`config.mk`:
```
export PLATFORM = sky130hd
export DESIGN_NAME = uart_receiver
export DESIGN_NICKNAME = d
export VERILOG_FILES = /design/src/rtl/uart_receiver.sv
export SDC_FILE = /design/constraint.sdc
export NUM_CORES = 1
export LEC_CHECK = 0
export CAP_MARGIN = 20
export CORE_ASPECT_RATIO = 0.7
export CORE_UTILIZATION = 45
export DETAILED_ROUTE_END_ITERATION = 6
export PLACE_DENSITY_LB_ADDON = 0.25
export SETUP_SLACK_MARGIN = 0.4
export SKIP_LAST_GASP = 1
export SYNTH_ARGS = -nofsm -noshare
export SYNTH_HDL_FRONTEND = slang
export SYNTH_SLANG_ARGS = --single-unit
export TNS_END_PERCENT = 100
```
`constraint.sdc`:
```
create_clock -name baudrate_clk -period 1.7 [get_ports baudrate_clk]
set_clock_uncertainty 0.1 [all_clocks]
set_input_delay 0.17 -clock baudrate_clk [delete_from_list [all_inputs] [get_ports baudrate_clk]]
set_output_delay 0.17 -clock baudrate_clk [all_outputs]
set_load 0.01 [all_outputs]
```
`src/rtl/uart_receiver.sv`:
```
// 8N1 UART receiver, OVERSAMPLE ticks per bit; byte out ~3+OVERSAMPLE/2+9*OVERSAMPLE cycles after start edge, no backpressure.
// Define UART_RX_MAJORITY_VOTE_EN to take each sample as the 2-of-3 majority of the last three synchronized values.
module uart_receiver #(
    parameter int OVERSAMPLE = 16
) (
    input  logic       baudrate_clk,
    input  logic       reset,
    input  logic       uart_rx,
    output logic [7:0] rx_data,
    output logic       rx_status,
    output logic       rx_ferr,
    output logic       rx_busy
);
    localparam int CW = (OVERSAMPLE > 16) ? $clog2(OVERSAMPLE) : 4;
    localparam logic [CW-1:0] HALF_TICK = CW'(OVERSAMPLE / 2 - 1);
    localparam logic [CW-1:0] FULL_TICK = CW'(OVERSAMPLE - 1);

    if (OVERSAMPLE < 8 || (OVERSAMPLE & (OVERSAMPLE - 1)) != 0) begin : g_bad_oversample
        $error("OVERSAMPLE must be a power of two, at least 8");
    end

    typedef enum logic [2:0] {IDLE, START, DATA, STOP, BREAK} state_t;

    state_t          state, state_nxt;
    logic [CW-1:0]   cnt, cnt_nxt;
    logic [2:0]      bit_idx, bit_idx_nxt;
    logic [7:0]      shift, shift_nxt;
    logic [7:0]      data_nxt;
    logic            status_nxt, ferr_nxt;
    logic            sync1, rx_sync;
    logic            sample;

    always_ff @(posedge baudrate_clk) begin
        if (reset) begin
            sync1   <= 1'b1;
            rx_sync <= 1'b1;
        end else begin
            sync1   <= uart_rx;
            rx_sync <= sync1;
        end
    end

`ifdef UART_RX_MAJORITY_VOTE_EN
    // rx_hist[0] is the current rx_sync, [2:1] the two preceding cycles.
    logic [1:0] rx_prev;
    logic [2:0] rx_hist;

    always_ff @(posedge baudrate_clk) begin
        if (reset) begin
            rx_prev <= 2'b11;
        end else begin
            rx_prev <= {rx_prev[0], rx_sync};
        end
    end

    assign rx_hist = {rx_prev, rx_sync};
    assign sample  = (rx_hist[0] & rx_hist[1]) | (rx_hist[0] & rx_hist[2]) | (rx_hist[1] & rx_hist[2]);
`else
    assign sample = rx_sync;
`endif

    always_ff @(posedge baudrate_clk) begin
        if (reset) begin
            state     <= IDLE;
            cnt       <= '0;
            bit_idx   <= 3'd0;
            shift     <= 8'h00;
            rx_data   <= 8'h00;
            rx_status <= 1'b0;
            rx_ferr   <= 1'b0;
        end else begin
            state     <= state_nxt;
            cnt       <= cnt_nxt;
            bit_idx   <= bit_idx_nxt;
            shift     <= shift_nxt;
            rx_data   <= data_nxt;
            rx_status <= status_nxt;
            rx_ferr   <= ferr_nxt;
        end
    end

    always_comb begin
        state_nxt   = state;
        cnt_nxt     = cnt;
        bit_idx_nxt = bit_idx;
        shift_nxt   = shift;
        data_nxt    = rx_data;
        status_nxt  = 1'b0;
        ferr_nxt    = 1'b0;
        case (state)
            IDLE: begin
                cnt_nxt = '0;
                if (!rx_sync) begin
                    state_nxt = START;
                end
            end
            START: begin
                if (cnt == HALF_TICK) begin
                    cnt_nxt = '0;
                    if (!sample) begin
                        state_nxt   = DATA;
                        bit_idx_nxt = 3'd0;
                    end else begin
                        state_nxt = IDLE;
                    end
                end else begin
                    cnt_nxt = cnt + 1'b1;
                end
            end
            DATA: begin
                if (cnt == FULL_TICK) begin
                    cnt_nxt     = '0;
                    shift_nxt   = {sample, shift[7:1]};
                    bit_idx_nxt = bit_idx + 3'd1;
                    if (bit_idx == 3'd7) begin
                        state_nxt = STOP;
                    end
                end else begin
                    cnt_nxt = cnt + 1'b1;
                end
            end
            STOP: begin
                if (cnt == FULL_TICK) begin
                    cnt_nxt = '0;
                    if (sample) begin
                        data_nxt   = shift;
                        status_nxt = 1'b1;
                        state_nxt  = IDLE;
                    end else begin
                        ferr_nxt  = 1'b1;
                        state_nxt = BREAK;
                    end
                end else begin
                    cnt_nxt = cnt + 1'b1;
                end
            end
            BREAK: begin
                // Wait out a held-low line so it yields a single framing error.
                if (rx_sync) begin
                    state_nxt = IDLE;
                end
            end
            default: state_nxt = IDLE;
        endcase
    end

    assign rx_busy = (state != IDLE);

endmodule

```
# Word level (Yosys, flattened, before mapping)

Cells that the tools add are included.

Output and inout bits: 11
Register bits: 30
Logic and storage cells: 55
Input port bits: 3

Add/subtract/negate cells: 2
Mux-type cells: 18
Equality and inequality tests: 14
Bitwise operators: 2
Reductions and logical operators: 10

Operator list:

| operator                                                        | number |
|---|---|
| 3-bit two-way mux                                               | 10 |
| 3-bit case mux with 5 select lines                              | 1 |
| 2-bit != test, second input constant                            | 7 |
| 4-bit case mux with 3 select lines                              | 1 |
| 4-bit two-way mux                                               | 2 |
| 3-bit by 2-bit == test with 1-bit output, second input constant | 2 |
| 3-bit == test, second input constant                            | 2 |
| 3-bit case mux with 2 select lines                              | 1 |
| 6-bit AND reduction                                             | 1 |
| 3-bit nonzero test                                              | 2 |
| 4-bit by 1-bit adder with 4-bit output, second input constant   | 1 |
| 4-bit by 3-bit == test with 1-bit output, second input constant | 1 |
| 4-bit == test, second input constant                            | 1 |
| 4-bit AND reduction                                             | 1 |
| 3-bit by 1-bit adder with 3-bit output, second input constant   | 1 |
| 3-bit by 1-bit == test with 1-bit output, second input constant | 1 |
| 3-bit zero test                                                 | 1 |
| 3-bit AND reduction                                             | 1 |
| 3-bit OR reduction                                              | 1 |
| 1-bit two-way mux                                               | 2 |
| 2-bit two-way mux                                               | 1 |
| 1-bit inverter                                                  | 2 |
| 2-bit AND reduction                                             | 1 |
| 2-bit nonzero test                                              | 1 |
| 2-bit OR reduction                                              | 1 |

# Logic depth before layout (Yosys ltp)

Depth after elaboration: 4
Mapped depth: 5
Gate-level depth less buffers: 5

# Worst setup path after synthesis

OpenSTA, ideal clock, no wires.

Path kind: flip-flop to flip-flop
Start point: register cnt[0]
End point: register rx_data[0]
Slack: 197 ps
Cell stages (with the launch flop): 5
Clock period less this slack: 1,503 ps
Required time: 1,528 ps
Arrival time: 1,331 ps
Buffers on the path: 0
Setup time: 72 ps
Path through: dfxtp_1 > ha_1 > nand3b_2 > nor3_4 > mux2i_1

Cells in the longest elaborated chain, start to end: 2

RTL lines:

| element                              | RTL line | RTL |
|---|---|---|
| from (decl)                          | 25       | `logic [CW-1:0] cnt, cnt_nxt;` |
| from (signal assigned)               | 73       | `cnt <= cnt_nxt;` |
| 4-bit == test                        | 123      | `if (cnt == FULL_TICK) begin` |
| 3-bit AND reduction (no source line) | n/a      |  |
| to (signal assigned)                 | 76       | `rx_data <= data_nxt;` |
| to (decl)                            | 9        | `output logic [7:0] rx_data,` |

Every way passes these cells.
A chain may end at the register's enable or synchronous reset.

# Final worst setup path

Start point: register state[0]
End point: output rx_busy

Cells in the longest elaborated chain, start to end: 1

RTL lines:

| element                | RTL line | RTL |
|---|---|---|
| from (decl)            | 24       | `state_t state, state_nxt;` |
| from (signal assigned) | 72       | `state <= state_nxt;` |
| 3-bit nonzero test     | 147      | `assign rx_busy = (state != IDLE);` |
| to (decl)              | 12       | `output logic rx_busy` |

Every way passes these cells.

==> results.cfg <==
[cts]
cts_sinks = 30
cts-root-buf = clkbuf_8
clk_pin_slew_ns = 0.07
clock_latency_ns = 0.29
clk_path_buf_depth = 2
cts_tree = built
cts_made_buffers = 5
htreeDepth = 2

[routing]
num_vias = 1216
firstDrtPassIters = 4
wl_per_cell_um = 16.09
ant_nets = 0
avgViaCountPerCell = 5.553
drt_wl_total_um = 3524
drc = 0
initialDrtViolationCount = 53

[timing]
fmax_mhz = 691.2
rsz0062_at_grt = yes
setup_viol = 0
worst_slew_pin_slew_ns = 0.2634
fin_crit_ns = 1.447
fin_crit_sh_pct = 85.11
hold_viol = 0
slew_headroom_pct = 82.41
slew_viol_final = 0
totalNegativeSetupSlack_ns = 0

[synth]
synth.yosys.seq_area_share_pct = 43.20
netlist_top_cells_area = dfxtp_1 43%, nand2b_1 9.0%, mux2i_1 6.5%, a21oi_1 4.3%, nand3_1 3.6%
async_reset_ff_share_pct = 0
synth.distinct_cells = 36
yosysWarnings = 0
netlist.area_leader.share_pct = 43.20
synth_fp_nets = 155
avgSynthCellArea_um2 = 9.329
synth.largest_area_cell = dfxtp_1
syn-cell-area_mm2 = 0.001390
synth-main-ff-cell = dfxtp_1
synth_edf_count = 0
synth_seq_cells = 30
synthCells = 149

[global_route]
antenna_found_initial = 0
grt_max_degree = 26
grt_pass1_wl_um = 5492
gr-total-overflow = 0
grtUsageTotal_pct = 23.01
grt_pass1_vias = 1160

[floorplanning]
start_util_pct = 48.56
rows = 16
die_h_um = 48.50
io_pins = 14
dieWidth_um = 68.43
dieArea_mm2 = 0.003319
core_mm2 = 0.002863

[layout]
area_delta_synth_final_pct = 43.11
stdcell_count = 219
drive_gt1_share_pct = 43.72
num_antenna_cells = 0
nets = 188
layout.cells.most_common_list = 21 x dfxtp_1, 20 x nand2b_1, 15 x buf_4, 10 x dlygate4sd2_1
layout_commonest_cell = dfxtp_1
final_util_pct = 69.49

[pwr]
switching_share_pct = 21.92
pwr-share-clk_pct = 43.9
pwr-share-comb_pct = 4.0
p_leak_nw = 0.7698
switchingPower_w = 0.0002950
powerDensity_mw_per_mm2 = 676.5
totalPowerFinal_w = 0.001346
seqPwrFrac_pct = 52.1
vdd_drop_max_mv = 0.6241
intPower_w = 0.001051

[status]
outcome = finished, final reports clean

[critical_path]
critPathMaxFanout = 5
required_ns = 1.43
critPathLaunchType = register
critPathArrivalTime_ns = 1.18
endpoint_kind = output pin
timing_worst_setup_path_type = reg2out

[flow_run]
cap_violations = 0

[place]
gp_congestion = 0.8629
placed_cells = 192
hpwl_um = 1835
port_buffers = 13

[min_path]
hold_path.class = reg2reg
## cells by family after synthesis
group	Yosys count	share of synthesized area (%)
adder cells (fa/ha/maj)	3	2.701
flip-flops	30	43.20
AND/OR/NAND/NOR	56	25.29
AO/OA/AOI/OAI	35	16.02
multiplexers	9	6.481
buffers and inverters	15	5.670
XOR/XNOR	1	0.6302
## through the flow
step	worst slack (ns)	hold slack [ns]	instance area, um^2
6_report	0.2532	0.3092	1989
5_1_grt	0.2316	0.3371	1989
4_1_cts	0.2739	0.3119	1852
3_5_place_dp	0.1377	0.2979	1580
3_3_place_gp	0.1857	0.2964	1580
2_1_floorplan	0.3504	0.1738	1423
## registers in the layout (all words and copies together) (netlist names)
register   cells
shift          8
cnt            4
rx_status      1
sync1          1
state          3
rx_ferr        1
rx_data        8
rx_sync        1
bit_idx        3
## worst max-delay path, stage by stage (launching register included)
cell and delay, ns:
dfxtp_4 0.36, or3_1 0.37, buf_2 0.15
## synthesized netlist by cell type (4+ instances only)
| master | number |
|---|---|
| a21oi_1 | 12 |
| clkbuf_1 | 5 |
| dfxtp_1 | 30 |
| inv_1 | 4 |
| mux2i_1 | 9 |
| nand2_1 | 6 |
| nand2b_1 | 20 |
| nand3_1 | 10 |
| o21ai_0 | 9 |
## power by group through the flow
stage	combinational [W]	sequential [W]	clock, W
2_1_floorplan	0.0000296	0.000724	0
3_3_place_gp	0.0000394	0.000726	0
3_5_place_dp	0.0000403	0.000726	0
4_1_cts	0.0000494	0.000701	0.000594
5_1_grt	0.0000580	0.000700	0.000649
6_report	0.0000543	0.000701	0.000591
## path summary, 6_finish.rpt
check,endpoint,depth (start not counted),slack [ns],startpoint
worst max register to register,bit_idx[0]$_SDFFE_PP0P_,3,0.27,rx_sync$_SDFF_PP1_
worst min register to register,rx_sync$_SDFF_PP1_,1,0.31,sync1$_SDFF_PP1_
worst max-delay path,rx_busy,2,0.25,state[0]$_SDFFE_PP0P_
worst min-delay path,rx_sync$_SDFF_PP1_,1,0.31,sync1$_SDFF_PP1_
## cell type report
| type | count | area [um^2] |
|---|---|---|
| clock inverters | 1 | 5.005 |
| well taps | 36 | 45.04 |
| repair buffers | 37 | 335.3 |
| flip-flops and latches | 30 | 626.9 |
| clock buffers | 7 | 86.33 |
| multi-input cells | 104 | 875.8 |
| inverters | 4 | 15.01 |
| fillers | 186 | 873.3 |
## layer usage
layer / vias to the layer above / GRT usage (%) / part of all wire [%]
met2: 50 / 31.70 / 44
met5: - / 0 / 0
li1: 593 / - / -
met1: 563 / 32.21 / 46
met3: 10 / 7.311 / 6.7
met4: 0 / 10.42 / 3.0
## repair_timing
action,CTS,global route
hold buffers,0,0
setup buffers,16,3
gates resized for setup,39,35
setup endpoints to repair,37,25
pin swaps,7,13
(Power assumes the default switching activity.)
